--- config.mk ---
export PLATFORM = sky130hd
export DESIGN_NAME = rsa_modexp_seq_flat
export DESIGN_NICKNAME = d
export VERILOG_FILES = /design/src/rtl/rsa_modexp_seq_if.sv /design/src/rtl/rsa_modexp_seq.sv /design/src/flat_wrapper.sv
export SDC_FILE = /design/constraint.sdc
export NUM_CORES = 1
export LEC_CHECK = 0
export BUFFER_PORTS_ARGS = -buffer_cell sky130_fd_sc_hd__buf_2
export CORE_ASPECT_RATIO = 0.6
export CORE_MARGIN = 5
export CORE_UTILIZATION = 50
export DETAILED_ROUTE_END_ITERATION = 8
export PLACE_DENSITY = 0.8
export SYNTH_ARGS = -nofsm -noshare
export SYNTH_HDL_FRONTEND = slang
export SYNTH_SLANG_ARGS = --single-unit
--- constraint.sdc ---
create_clock -name clk -period 11.7 [get_ports clk]
set_input_delay 1.17 -clock clk [delete_from_list [all_inputs] [get_ports clk]]
set_output_delay 1.17 -clock clk [all_outputs]
set_load 0.03 [all_outputs]
--- src/rtl/rsa_modexp_seq_if.sv ---
// ----------------------------------------------------------------------------
// rsa_modexp_seq_if
// Request/response bus between the modular exponentiator (master) and the
// 2*OP_W-bit non-restoring divider (slave) that performs every reduction.
//
// Signals
//   div_start     master->slave  1-cycle request pulse
//   div_dividend  master->slave  value to reduce, held until div_done
//   div_divisor   master->slave  {zeros, modulus}, held until div_done
//   div_done      slave->master  completion strobe
//   div_rem       slave->master  remainder, valid with div_done
// ----------------------------------------------------------------------------
interface rsa_modexp_seq_if #(
    parameter int DW = 32
);
    logic          div_start;
    logic [DW-1:0] div_dividend;
    logic [DW-1:0] div_divisor;
    logic          div_done;
    logic [DW-1:0] div_rem;

    modport master (
        output div_start,
        output div_dividend,
        output div_divisor,
        input  div_done,
        input  div_rem
    );

    modport slave (
        input  div_start,
        input  div_dividend,
        input  div_divisor,
        output div_done,
        output div_rem
    );
endinterface

--- src/rtl/rsa_modexp_seq.sv ---
// ----------------------------------------------------------------------------
// rsa_modexp_seq
// Sequential modular exponentiator: result = base^exp mod modulus, computed
// left-to-right by square-and-multiply. Every full-width product is reduced
// by an external divider reached through div_if; the remainder becomes the
// new running value. One exponentiation in flight at a time.
//
// Ports
//   clk          rising-edge clock
//   rst          synchronous reset, active high
//   start_i      request; accepted only while ready_o=1, latches operands
//   base_i       message / ciphertext (OP_W)
//   exp_i        exponent (EXP_W)
//   modulus_i    modulus n (OP_W)
//   ready_o      high in IDLE
//   busy_o       high from the cycle after an accepted start through done
//   done_o       1-cycle completion pulse; result_o/err_o valid from here
//   err_o        raised with done_o when modulus was 0, cleared on next start
//   result_o     last result, held until overwritten by the next done
//   div_if       master side of the divider bus
//
// Build option
//   SKIP_LZ_EN   when defined, leading zero exponent bits are skipped (r is
//                still 1 there, so squaring them is wasted time). Result is
//                identical in both builds; only latency changes.
// ----------------------------------------------------------------------------
//  state    | meaning
//  ---------+---------------------------------------------------------------
//  S_IDLE   | waiting for start; operands latched on acceptance
//  S_CHK    | trap modulus==0 and exp==0, else issue base reduction
//  S_BRED   | waiting for base mod n, stored as b
//  S_SQ     | register r*r and request its reduction
//  S_SQRED  | waiting for r*r mod n
//  S_MUL    | register r*b and request its reduction (exp bit set)
//  S_MULRED | waiting for r*b mod n
//  S_NEXT   | move to next lower exponent bit or finish
//  S_FIN    | done pulse cycle, then back to IDLE
// ----------------------------------------------------------------------------
module rsa_modexp_seq #(
    parameter int OP_W  = 16,
    parameter int EXP_W = 16
) (
    input  logic             clk,
    input  logic             rst,
    input  logic             start_i,
    input  logic [OP_W-1:0]  base_i,
    input  logic [EXP_W-1:0] exp_i,
    input  logic [OP_W-1:0]  modulus_i,
    output logic             ready_o,
    output logic             busy_o,
    output logic             done_o,
    output logic             err_o,
    output logic [OP_W-1:0]  result_o,
    rsa_modexp_seq_if.master div_if
);

    localparam int DW = 2 * OP_W;
    localparam int IW = (EXP_W > 1) ? $clog2(EXP_W) : 1;

    typedef enum logic [3:0] {
        S_IDLE,
        S_CHK,
        S_BRED,
        S_SQ,
        S_SQRED,
        S_MUL,
        S_MULRED,
        S_NEXT,
        S_FIN
    } state_t;

    state_t           state_q;
    logic [OP_W-1:0]  base_q;
    logic [EXP_W-1:0] exp_q;
    logic [OP_W-1:0]  mod_q;
    logic [OP_W-1:0]  r_q;
    logic [OP_W-1:0]  b_q;
    logic [IW-1:0]    i_q;
    logic [OP_W-1:0]  result_q;
    logic             ready_q;
    logic             busy_q;
    logic             done_q;
    logic             err_q;
    logic             div_start_q;
    logic [DW-1:0]    div_dividend_q;
    logic [DW-1:0]    div_divisor_q;

    logic [OP_W-1:0]  rem_d;
    logic [DW-1:0]    sq_d;
    logic [DW-1:0]    mul_d;
    logic [IW-1:0]    msb_d;

    // Remainder is always < modulus, so the upper half carries no information.
    assign rem_d = OP_W'(div_if.div_rem);

    // Full-width products; both operands are < modulus so nothing overflows.
    assign sq_d  = DW'(r_q) * DW'(r_q);
    assign mul_d = DW'(r_q) * DW'(b_q);

`ifdef SKIP_LZ_EN
    // Index of the highest set exponent bit; only consulted when exp != 0.
    always_comb begin
        msb_d = '0;
        for (int k = 0; k < EXP_W; k++) begin
            if (exp_q[k]) begin
                msb_d = IW'(k);
            end
        end
    end
`else
    assign msb_d = IW'(EXP_W - 1);
`endif

    always_ff @(posedge clk) begin
        if (rst) begin
            state_q        <= S_IDLE;
            base_q         <= '0;
            exp_q          <= '0;
            mod_q          <= '0;
            r_q            <= '0;
            b_q            <= '0;
            i_q            <= '0;
            result_q       <= '0;
            ready_q        <= 1'b1;
            busy_q         <= 1'b0;
            done_q         <= 1'b0;
            err_q          <= 1'b0;
            div_start_q    <= 1'b0;
            div_dividend_q <= '0;
            div_divisor_q  <= '0;
        end else begin
            done_q      <= 1'b0;
            div_start_q <= 1'b0;

            case (state_q)
                S_IDLE: begin
                    if (start_i) begin
                        base_q  <= base_i;
                        exp_q   <= exp_i;
                        mod_q   <= modulus_i;
                        r_q     <= OP_W'(1);
                        i_q     <= IW'(EXP_W - 1);
                        err_q   <= 1'b0;
                        ready_q <= 1'b0;
                        busy_q  <= 1'b1;
                        state_q <= S_CHK;
                    end
                end

                S_CHK: begin
                    if (mod_q == '0) begin
                        // Division by zero is never requested.
                        err_q    <= 1'b1;
                        result_q <= '0;
                        done_q   <= 1'b1;
                        state_q  <= S_FIN;
                    end else if (exp_q == '0) begin
                        // x^0 = 1, which reduces to 0 only for modulus 1.
                        result_q <= (mod_q == OP_W'(1)) ? '0 : OP_W'(1);
                        done_q   <= 1'b1;
                        state_q  <= S_FIN;
                    end else begin
                        i_q            <= msb_d;
                        div_dividend_q <= {{OP_W{1'b0}}, base_q};
                        div_divisor_q  <= {{OP_W{1'b0}}, mod_q};
                        div_start_q    <= 1'b1;
                        state_q        <= S_BRED;
                    end
                end

                S_BRED: begin
                    // Reducing the base first keeps b < modulus even when
                    // base >= modulus, so r*b always fits in DW bits.
                    if (div_if.div_done) begin
                        b_q     <= rem_d;
                        state_q <= S_SQ;
                    end
                end

                S_SQ: begin
                    div_dividend_q <= sq_d;
                    div_start_q    <= 1'b1;
                    state_q        <= S_SQRED;
                end

                S_SQRED: begin
                    if (div_if.div_done) begin
                        r_q     <= rem_d;
                        state_q <= exp_q[i_q] ? S_MUL : S_NEXT;
                    end
                end

                S_MUL: begin
                    div_dividend_q <= mul_d;
                    div_start_q    <= 1'b1;
                    state_q        <= S_MULRED;
                end

                S_MULRED: begin
                    if (div_if.div_done) begin
                        r_q     <= rem_d;
                        state_q <= S_NEXT;
                    end
                end

                S_NEXT: begin
                    if (i_q == '0) begin
                        result_q <= r_q;
                        done_q   <= 1'b1;
                        state_q  <= S_FIN;
                    end else begin
                        i_q     <= i_q - IW'(1);
                        state_q <= S_SQ;
                    end
                end

                S_FIN: begin
                    ready_q <= 1'b1;
                    busy_q  <= 1'b0;
                    state_q <= S_IDLE;
                end

                default: begin
                    ready_q <= 1'b1;
                    busy_q  <= 1'b0;
                    state_q <= S_IDLE;
                end
            endcase
        end
    end

    assign ready_o  = ready_q;
    assign busy_o   = busy_q;
    assign done_o   = done_q;
    assign err_o    = err_q;
    assign result_o = result_q;

    assign div_if.div_start    = div_start_q;
    assign div_if.div_dividend = div_dividend_q;
    assign div_if.div_divisor  = div_divisor_q;

endmodule
--- src/flat_wrapper.sv ---
// flat-port wrapper written by rule: the top's interface ports become plain ports
module rsa_modexp_seq_flat 
#(
    parameter int OP_W  = 16,
    parameter int EXP_W = 16
)
  (clk, rst, start_i, base_i, exp_i, modulus_i, ready_o, busy_o, done_o, err_o, result_o, div_if_div_start, div_if_div_dividend, div_if_div_divisor, div_if_div_done, div_if_div_rem);
  rsa_modexp_seq_if div_if_i ();
  input  logic clk;
  input  logic rst;
  input  logic start_i;
  input  logic [OP_W-1:0] base_i;
  input  logic [EXP_W-1:0] exp_i;
  input  logic [OP_W-1:0] modulus_i;
  output logic ready_o;
  output logic busy_o;
  output logic done_o;
  output logic err_o;
  output logic [OP_W-1:0] result_o;
  output wire logic [$bits(div_if_i.div_start)-1:0] div_if_div_start;
  output wire logic [$bits(div_if_i.div_dividend)-1:0] div_if_div_dividend;
  output wire logic [$bits(div_if_i.div_divisor)-1:0] div_if_div_divisor;
  input wire logic [$bits(div_if_i.div_done)-1:0] div_if_div_done;
  input wire logic [$bits(div_if_i.div_rem)-1:0] div_if_div_rem;
  assign div_if_div_start = div_if_i.div_start;
  assign div_if_div_dividend = div_if_i.div_dividend;
  assign div_if_div_divisor = div_if_i.div_divisor;
  assign div_if_i.div_done = div_if_div_done;
  assign div_if_i.div_rem = div_if_div_rem;
  rsa_modexp_seq #(.OP_W(OP_W), .EXP_W(EXP_W)) u_core (.clk(clk), .rst(rst), .start_i(start_i), .base_i(base_i), .exp_i(exp_i), .modulus_i(modulus_i), .ready_o(ready_o), .busy_o(busy_o), .done_o(done_o), .err_o(err_o), .result_o(result_o), .div_if(div_if_i));
endmodule
==> results of run 1 <==
stage by stage:
step,area [um2],worst slack [ns]
global route,23670,4.253
finish,23670,4.441
CTS,23670,4.625
global placement,23020,4.740
detailed placement,23020,4.643
floorplan,22130,5.538
tightest hold or removal path, cell delays in order, from the launching register on:
cell	delay, ns
dfxtp_1	0.31
nand2_1	0.05
a21oi_1	0.05
power breakdown:
group          switching, mW  total [mW]  internal (mW)
registers              0.124       0.765          0.641
logic                  0.532       0.760          0.228
clock network          0.274       0.606          0.331
registers in the layout, indices dropped and copies added, names as in the netlist:
| signal | count |
|---|---|
| u_core.r_q | 16 |
| u_core.ready_o | 1 |
| u_core.div_if.div_start | 1 |
| u_core.b_q | 16 |
| u_core.mod_q | 16 |
| u_core.exp_q | 16 |
| u_core.done_o | 1 |
| u_core.err_o | 1 |
| u_core.base_q | 16 |
| u_core.busy_o | 1 |
| u_core.div_if.div_divisor | 16 |
| u_core.result_o | 16 |
| u_core.i_q | 4 |
| u_core.state_q | 4 |
| u_core.div_if.div_dividend | 32 |
metal layers:
metal  part of all wire [%]  wire length (um)
met4                    2.7              1694
met1                     41             25650
met5                      0                 0
met2                     45             27820
met3                     11              6905
area by class of cell:
type / instances / area (um2)
Fill cell: 3803 / 19810
Multi-Input combinational cell: 1818 / 16470
Clock buffer: 17 / 425.4
Clock inverter: 15 / 221.5
Tap cell: 579 / 724.4
Inverter: 488 / 1832
Antenna cell: 2 / 5.005
Sequential cell: 157 / 3146
Timing Repair Buffer: 158 / 848.3
path summary, 6_finish.rpt:
path,startpoint,to,slack (ns)
worst max-delay path,u_core.r_q[7],u_core.div_if.div_dividend[28],4.44
worst min-delay path,u_core.base_q[10],u_core.base_q[10],0.45
worst max register to register,u_core.r_q[7],u_core.div_if.div_dividend[28],4.44
worst min register to register,u_core.base_q[10],u_core.base_q[10],0.45
cell families after synthesis:
logic type	Yosys count	share of synthesized area (%)
AO/OA/AOI/OAI	352	9.965
XOR/XNOR	57	2.262
adder cells (fa/ha/maj)	560	43.85
buffers and inverters	650	11.42
flip-flops	157	14.24
multiplexers	26	1.474
other	1	0.01699
AND/OR/NAND/NOR	807	16.77
cell usage in the layout (no fill, tap or decap), types with 12 or more instances in the layout:
cell	instances
o21ai_0	47
buf_4	23
conb_1	16
and2_1	160
ha_1	204
dfxtp_1	155
xor2_1	22
xnor2_1	35
inv_1	486
clkbuf_16	17
nor3_1	19
mux2i_1	19
a21o_1	24
nor2_1	111
buf_2	135
and3_1	12
nand2_1	416
a21oi_1	154
nand3_1	35
fa_1	356
a22oi_1	25
==> results.py, run 1 <==
metrics = {
    "global_routing": {
        "grt_pass1_vias": 18933,
        "antenna_found_initial": 2,
        "grt_max_degree": 90,
        "overflow": 0,
        "grt_pass1_wl_mm": 100.9,
        "met2_usage_pct": 39.48,
        "grtUsageMet3_pct": 6.456,
        "grt.total_usage_pct": 25.67,
        "grtUsageMet1_pct": 36.35,
        "globalRoute.busiestLayer": "met2",
    },
    "setup_path": {
        "required_ns": 12.08,
        "crit_path_max_fanout": 34,
        "critPathCaptureType": "flip-flop",
        "crit_top_cell": "fa_1",
        "arrival_ns": 7.64,
        "cpMaxStageDelayCell": "dfxtp_2",
        "path_class": "flip-flop to flip-flop",
        "reg2reg_depth": 21,
        "cp_cell_sequence": "and2_1, fa_1, inv_1, fa_1, fa_1, inv_1, fa_1, fa_1, inv_1, fa_1, inv_1, ha_1, a21oi_1, nand2_1, a221oi_2, o211ai_1, nand3_1, a21oi_1, o21a_1, nor3_1, o31a_1",
        "slowest_delay_ns": 1.01,
        "worst-path-stages": 21,
        "critPathLaunchType": "flip-flop",
        "critPathTopFamily": "adder cells",
        "path_buf_inv": 4,
    },
    "final_layout": {
        "layout-drive-gt1-share_pct": 8.217,
        "nets": 3284,
        "syn_to_final_growth_pct": 7.250,
        "final_util_pct": 54.44,
        "stdcell_count": 3234,
    },
    "clocking": {
        "htreeDepth": 4,
        "clkLatencyLatePin_ns": 0.45,
        "ctsLongestPathBuffers": 2,
        "ctsResizeCount": 0,
        "cts_tree": "yes",
        "root_buffer": "clkbuf_16",
        "cts.clk_slew.worst_paths_ns": 0.07,
        "postCtsSetupRepairBufs": 0,
        "cts.sinks": 157,
        "cts_made_buffers": 17,
        "ctsHoldBuffers": 0,
    },
    "timing": {
        "worst-slew-pin-transition_ns": 1.040,
        "min_period_ns": 7.259,
        "setup_viol": 0,
        "max_slew_margin_pct": 30.66,
        "hold_violations": 0,
        "drv_slew": 0,
        "setup_tns_ns": 0,
        "finClkSkew_ns": 0.01194,
        "clock.fmax_ghz": 0.1378,
        "period_share_pct": 62.04,
        "timing.hold.ws_ns": 0.4547,
        "rsz0062_at_grt": "no",
    },
    "logic_synthesis": {
        "syn_inst": 2610,
        "synth_top_area_share_pct": 32.29,
        "yosys_warnings": 0,
        "synth_seq_cells": 157,
        "synthTopCellsByCount": "inv_1, nand2_1, fa_1, ha_1, and2_1",
        "yosysMostFrequentCell": "inv_1",
        "synthDistinctLibCells": 70,
        "synth_area_um2": 22070,
        "syn_area_per_cell_um2": 8.457,
        "synth-main-ff-cell": "dfxtp_1",
        "synth_top_area_cell": "fa_1",
        "async_reset_ff_share_pct": 0,
        "synth_area_leaders": "fa_1, dfxtp_1, ha_1, inv_1, nand2_1",
        "synth-edff-count": 0,
        "yosysSeqAreaShare_pct": 14.24,
    },
    "worst_hold_path": {
        "hold_path_class": "flip-flop to flip-flop",
        "min_delay_path_depth": 2,
    },
    "die": {
        "core_area_um2": 43480,
        "die-area_um2": 48590,
        "die_w_um": 281.2,
        "initial_utilization_pct": 50.76,
        "dieHeight_um": 172.8,
        "rows": 59,
        "io_pins": 169,
    },
    "placed_design": {
        "portBuffers": 136,
        "finalWeightedCongestion": 0.9741,
        "place_inst": 3200,
        "dp.final_hpwl_mm": 49.08,
    },
    "route": {
        "ant_nets": 0,
        "post_drt_wl_per_cell_um": 19.19,
        "drt_iter0_drc": 1803,
        "post-route-drc-count": 0,
        "routed_wl_mm": 62.07,
        "first_pass_iters": 6,
        "routed-via-count": 18271,
        "via_per_inst": 5.650,
    },
    "pwr": {
        "vdd_drop_max_mv": 0.1323,
        "total_power_mw": 2.131,
        "leakagePower_nw": 12.28,
        "power_density_nw_per_um2": 90.00,
    },
    "outcome": {
        "status": "complete, no violations",
    },
    "flow_run": {
        "drv_cap": 0,
    },
}
(Power assumes the default switching activity.)
==> inputs of run 2 (changes only) <==
ABC_AREA = 1   (was unset)
clock period = 7 ns   (was 11.7 ns; I/O delays follow)
==> results.py, run 2 <==
metrics = {
    "outcome": {
        "status": "complete, no violations",
    },
    "final_layout": {
        "final_common_cell": "inv_1",
        "layout_common_cells": "inv_1, nand2_1, fa_1, ha_1, dfxtp_1",
        "fill_cells": 4442,
        "multi_input_area_um2": 16640,
        "largest_reg_flops": 32,
        "nets": 4055,
        "layout-drive-gt1-share_pct": 8.061,
        "seq_area_um2": 3143,
        "syn_to_final_growth_pct": 7.552,
    },
    "global_routing": {
        "overflow": 0,
        "antenna_found_initial": 2,
        "grt_pass1_vias": 20232,
        "grt_max_degree": 97,
        "grt_pass1_wl_mm": 108.3,
        "grt.total_usage_pct": 26.09,
    },
    "timing": {
        "worst-slew-pin-transition_ns": 1.362,
        "setup_tns_ns": 0,
        "clock.fmax_ghz": 0.1518,
        "finClkSkew_ns": 0.02229,
        "period_share_pct": 94.12,
        "hold_violations": 0,
        "min_period_ns": 6.589,
        "setup_viol": 0,
        "rsz0062_at_grt": "no",
        "drv_slew": 0,
        "max_slew_margin_pct": 9.051,
        "timing.hold.ws_ns": 0.4611,
    },
    "logic_synthesis": {
        "synth_area_um2": 23910,
        "synth_area_leaders": "fa_1, inv_1, nand2_1, dfxtp_1, ha_1",
        "synth-main-ff-cell": "dfxtp_1",
        "synth_top_area_share_pct": 29.81,
        "yosysMostFrequentCell": "inv_1",
        "synthTopCellsByCount": "inv_1, nand2_1, fa_1, ha_1, dfxtp_1",
        "yosys_warnings": 0,
        "syn_area_per_cell_um2": 7.135,
        "yosysSeqAreaShare_pct": 13.15,
        "async_reset_ff_share_pct": 0,
        "synth_seq_cells": 157,
        "synth-edff-count": 0,
        "syn_inst": 3351,
        "synth_top_area_cell": "fa_1",
        "synthDistinctLibCells": 47,
    },
    "setup_path": {
        "required_ns": 7.41,
        "critPathLaunchType": "flip-flop",
        "cpMaxStageDelayCell": "dfxtp_1",
        "path_class": "flip-flop to flip-flop",
        "critPathCaptureType": "flip-flop",
        "slowest_delay_ns": 1.23,
        "cp_cell_sequence": "buf_4, nand2_1, inv_1, fa_1, fa_1, fa_1, fa_1, fa_1, inv_1, fa_1, inv_1, ha_1, nand2_1, nor2_1, nand2_1, nor2_1, nand2_1, nand4_1, nand3_1, nand3_1, nand2_1, inv_1",
        "crit_path_max_fanout": 21,
        "path_buf_inv": 5,
        "reg2reg_depth": 22,
        "crit_top_cell": "fa_1",
        "worst-path-stages": 22,
        "arrival_ns": 7.00,
        "critPathTopFamily": "adder cells",
    },
    "die": {
        "die_w_um": 292.3,
        "initial_utilization_pct": 50.28,
        "io_pins": 169,
        "core_area_um2": 47550,
        "dieHeight_um": 179.4,
        "die-area_um2": 52430,
        "rows": 62,
    },
    "route": {
        "ant_nets": 0,
        "via_per_inst": 5.137,
        "post-route-drc-count": 0,
        "first_pass_iters": 6,
        "drt_iter0_drc": 2061,
        "routed-via-count": 20888,
        "routed_wl_mm": 67.49,
        "post_drt_wl_per_cell_um": 16.60,
    },
    "clocking": {
        "cts_made_buffers": 17,
        "clkLatencyLatePin_ns": 0.47,
        "cts_tree": "yes",
        "postCtsSetupRepairBufs": 0,
        "ctsResizeCount": 0,
        "ctsHoldBuffers": 0,
        "root_buffer": "clkbuf_16",
        "cts.sinks": 157,
        "ctsLongestPathBuffers": 2,
        "cts.clk_slew.worst_paths_ns": 0.08,
        "htreeDepth": 4,
    },
    "pwr": {
        "vdd_drop_max_mv": 0.1569,
        "leakagePower_nw": 15.54,
        "power_density_nw_per_um2": 135.2,
    },
    "placed_design": {
        "dp.final_hpwl_mm": 56.25,
        "finalWeightedCongestion": 0.9460,
        "portBuffers": 136,
    },
    "worst_hold_path": {
        "hold_path_class": "flip-flop to flip-flop",
        "min_delay_path_depth": 2,
    },
    "flow_run": {
        "drv_cap": 0,
    },
}
## run 2: cell count changes in the layout (fill, tap and decap cells not counted), moves of 14 or more
cell and delta:
nand2_1 +436, inv_1 +404, and2_1 -157, nand3_1 +116, o21ai_0 +73, nor2_1 +41
buf_4 +30, xnor2_1 -26, a21o_1 -22, mux2i_1 -19, xor2_1 -14
## run 2: layer usage
layer  global-route usage [%]  routed length, um
met1                    37.55              29590
met2                    36.14              26590
met3                    11.22               9557
met4                    6.266               1667
met5                    1.265                 90
## run 2: worst reg2reg max path, stage by stage (launching register included)
cell and delay (ns):
dfxtp_1 1.23, buf_4 0.29, nand2_1 0.06, inv_1 0.09, fa_1 0.43, fa_1 0.51, fa_1 0.43, fa_1 0.50
fa_1 0.50, inv_1 0.06, fa_1 0.48, inv_1 0.05, ha_1 0.41, nand2_1 0.13, nor2_1 0.23, nand2_1 0.10
nor2_1 0.11, nand2_1 0.08, nand4_1 0.09, nand3_1 0.36, nand3_1 0.23, nand2_1 0.07, inv_1 0.08
## run 2: metrics by stage
stage | setup WS, ns | instances | util, % | total power [mW] | instance area (um2)
detailed placement | 0.6787 | 4032 | 52.82 | 2.481 | 25120
global route | 0.1745 | 4066 | 54.07 | 3.639 | 25710
floorplan | 1.560 | 3366 | - | 2.148 | 23960
finish | 0.4114 | 4066 | 54.07 | 3.477 | 25710
global placement | 0.7066 | 4032 | 52.82 | 2.459 | 25120
CTS | 0.6308 | 4064 | 54.06 | 3.443 | 25710
## run 2: final cells by class
cell class,count,area share [%]
clock buffer,17,1.654
multi-input combinational,2139,64.72
timing repair buffer,192,4.428
inverter,904,13.21
clock inverter,15,0.6374
tap,640,3.114
antenna,2,0.01946
sequential,157,12.22
## run 2: logic make-up after synthesis
group	count (synthesis)	share of synthesized area (%)
XOR/XNOR	17	0.6228
buffers and inverters	1070	17.48
AO/OA/AOI/OAI	318	7.254
other	1	0.01569
AND/OR/NAND/NOR	1228	20.99
flip-flops	157	13.15
adder cells (fa/ha/maj)	560	40.49
## run 2: worst paths after layout
check	start	end	slack [ns]
hold reg to reg	u_core.div_if.div_dividend[2]	u_core.div_if.div_dividend[2]	0.46
setup / recovery	u_core.r_q[3]	u_core.div_if.div_dividend[27]	0.41
setup reg to reg	u_core.r_q[3]	u_core.div_if.div_dividend[27]	0.41
hold / removal	u_core.div_if.div_dividend[2]	u_core.div_if.div_dividend[2]	0.46
## run 2: power breakdown
group / switching [mW] / internal (mW)
sequential: 0.158 / 1.09
clock: 0.483 / 0.480
combinational: 0.924 / 0.341
total: 1.56 / 1.91
==> inputs of run 3 (changes only) <==
--- a/config.mk
+++ b/config.mk
@@ -11,4 +11,5 @@
 export CORE_MARGIN = 5
 export CORE_UTILIZATION = 50
+export CTS_CLUSTER_SIZE = 30
 export DETAILED_ROUTE_END_ITERATION = 8
 export PLACE_DENSITY = 0.8
==> constraint.sdc (replaced) <==
create_clock -name clk -period 7 [get_ports clk]
set_input_delay 1.4 -clock clk [delete_from_list [all_inputs] [get_ports clk]]
set_output_delay 1.4 -clock clk [all_outputs]
set_load 0.03 [all_outputs]
==> results.py, run 3 (same netlist as run 2, synthesis figures left out) <==
metrics = {
    "timing": {
        "worst-slew-pin-transition_ns": 0.9839,
        "period_share_pct": 91.27,
        "rsz0062_at_grt": "no",
        "drv_slew": 0,
        "setup_tns_ns": 0,
        "min_period_ns": 6.389,
        "clock.fmax_ghz": 0.1565,
        "finClkSkew_ns": 0.01848,
        "worst_slack_ns": 0.6110,
        "hold_violations": 0,
        "max_slew_margin_pct": 34.34,
        "setup_viol": 0,
    },
    "setup_path": {
        "required_ns": 7.41,
        "path_class": "flip-flop to flip-flop",
        "crit_path_max_fanout": 17,
        "critPathLaunchType": "flip-flop",
        "arrival_ns": 6.80,
        "r2r_slack_ns": 0.61,
        "critPathCaptureType": "flip-flop",
    },
    "die": {
        "io_pins": 169,
        "die-area_um2": 52430,
        "core_area_um2": 47550,
        "rows": 62,
        "die_w_um": 292.3,
        "dieHeight_um": 179.4,
        "initial_utilization_pct": 50.28,
    },
    "route": {
        "routed_wl_mm": 67.47,
        "first_pass_iters": 7,
        "post-route-drc-count": 0,
        "drt_iter0_drc": 2191,
        "post_drt_wl_per_cell_um": 16.58,
        "ant_nets": 0,
        "routed-via-count": 20772,
        "via_per_inst": 5.106,
    },
    "clocking": {
        "cts_tree": "yes",
        "cts.sinks": 157,
        "ctsHoldBuffers": 0,
        "root_buffer": "clkbuf_16",
        "ctsLongestPathBuffers": 2,
        "clkLatencyLatePin_ns": 0.46,
        "ctsResizeCount": 0,
        "cts.clk_slew.worst_paths_ns": 0.08,
        "cts_made_buffers": 17,
        "htreeDepth": 4,
        "postCtsSetupRepairBufs": 0,
    },
    "final_layout": {
        "stdcell_count": 4068,
        "final_area_um2": 25730,
        "fill_cells": 4475,
        "syn_to_final_growth_pct": 7.620,
        "layout-drive-gt1-share_pct": 8.114,
        "final_common_cell": "inv_1",
        "nets": 4057,
        "layout_common_cells": "inv_1, nand2_1, fa_1, ha_1, dfxtp_1",
        "largest_reg_flops": 32,
    },
    "pwr": {
        "leakagePower_nw": 15.56,
        "vdd_drop_max_mv": 0.1873,
        "power_density_nw_per_um2": 134.9,
    },
    "worst_hold_path": {
        "hold_path_class": "flip-flop to flip-flop",
    },
    "global_routing": {
        "grt.total_usage_pct": 26.10,
        "grt_pass1_wl_mm": 108.5,
        "grt_max_degree": 97,
        "overflow": 0,
        "grt_pass1_vias": 20296,
        "antenna_found_initial": 2,
    },
    "flow_run": {
        "drv_cap": 0,
    },
    "placed_design": {
        "pre_cts_ws_ns": 0.7298,
        "placed_cell_area_um2": 25130,
        "place_inst": 4034,
        "finalWeightedCongestion": 0.9755,
        "portBuffers": 136,
        "dp.final_hpwl_mm": 55.74,
    },
    "outcome": {
        "status": "complete, no violations",
    },
}
-- run 3: changes by cell type in the layout (fill, tap and decap cells not counted) --
cell,delta
inv_8,+1
clkinv_2,+1
buf_4,+2
clkinvlp_4,-2
clkinv_4,+2
inv_6,-2
-- run 3: power by group --
| group | total (mW) | internal [mW] | switching [mW] |
|---|---|---|---|
| combinational | 1.28 | 0.342 | 0.934 |
| sequential | 1.24 | 1.09 | 0.150 |
| clock | 0.953 | 0.481 | 0.472 |
-- run 3: stage by stage --
step | hold WS (ns) | power, mW | util (%)
after floorplan | 0.4245 | 2.148 | -
after global placement | 0.4388 | 2.461 | 52.85
after detailed placement | 0.4429 | 2.483 | 52.85
after CTS | 0.4542 | 3.444 | 54.10
after global routing | 0.4860 | 3.639 | 54.10
final | 0.4673 | 3.471 | 54.11
-- run 3: final cells by class --
cell class | instances | area, um2 | area share (%)
Clock buffer | 17 | 425.4 | 1.653
Clock inverter | 15 | 165.2 | 0.6419
Multi-Input combinational cell | 2139 | 16640 | 64.68
Sequential cell | 157 | 3143 | 12.22
Inverter | 904 | 3396 | 13.20
Antenna cell | 2 | 5.005 | 0.01945
Timing Repair Buffer | 194 | 1154 | 4.484
Tap cell | 640 | 800.8 | 3.112
-- run 3: worst paths after layout --
check / endpoint / from / cells past startpoint
min reg2reg: u_core.base_q[9] / u_core.base_q[9] / 2
max: u_core.div_if.div_dividend[31] / u_core.r_q[3] / 24
min: u_core.base_q[9] / u_core.base_q[9] / 2
max reg2reg: u_core.div_if.div_dividend[31] / u_core.r_q[3] / 24
-- run 3: critical path, cell delays in order (launching register included) --
cell     delay (ns)
dfxtp_1        0.96
buf_12         0.24
nand2_1        0.10
fa_1           0.46
inv_1          0.07
fa_1           0.40
inv_1          0.09
fa_1           0.38
inv_1          0.10
fa_1           0.47
fa_1           0.52
inv_1          0.05
fa_1           0.48
inv_1          0.04
ha_1           0.41
nand2_1        0.13
nor2_1         0.21
nand3_1        0.10
nand3_1        0.26
nand2_1        0.16
nand3_1        0.13
nand3_1        0.24
nand3_1        0.20
nand2_1        0.06
inv_1          0.07
-- run 3: layer usage --
metal | GRT usage, % | wire length (um) | up-vias
met5 | 0 | 26 | -
met4 | 5.340 | 1282 | 4
met2 | 36.48 | 26540 | 939
met1 | 38.00 | 30110 | 9791
met3 | 10.90 | 9504 | 90
li1 | - | - | 9948
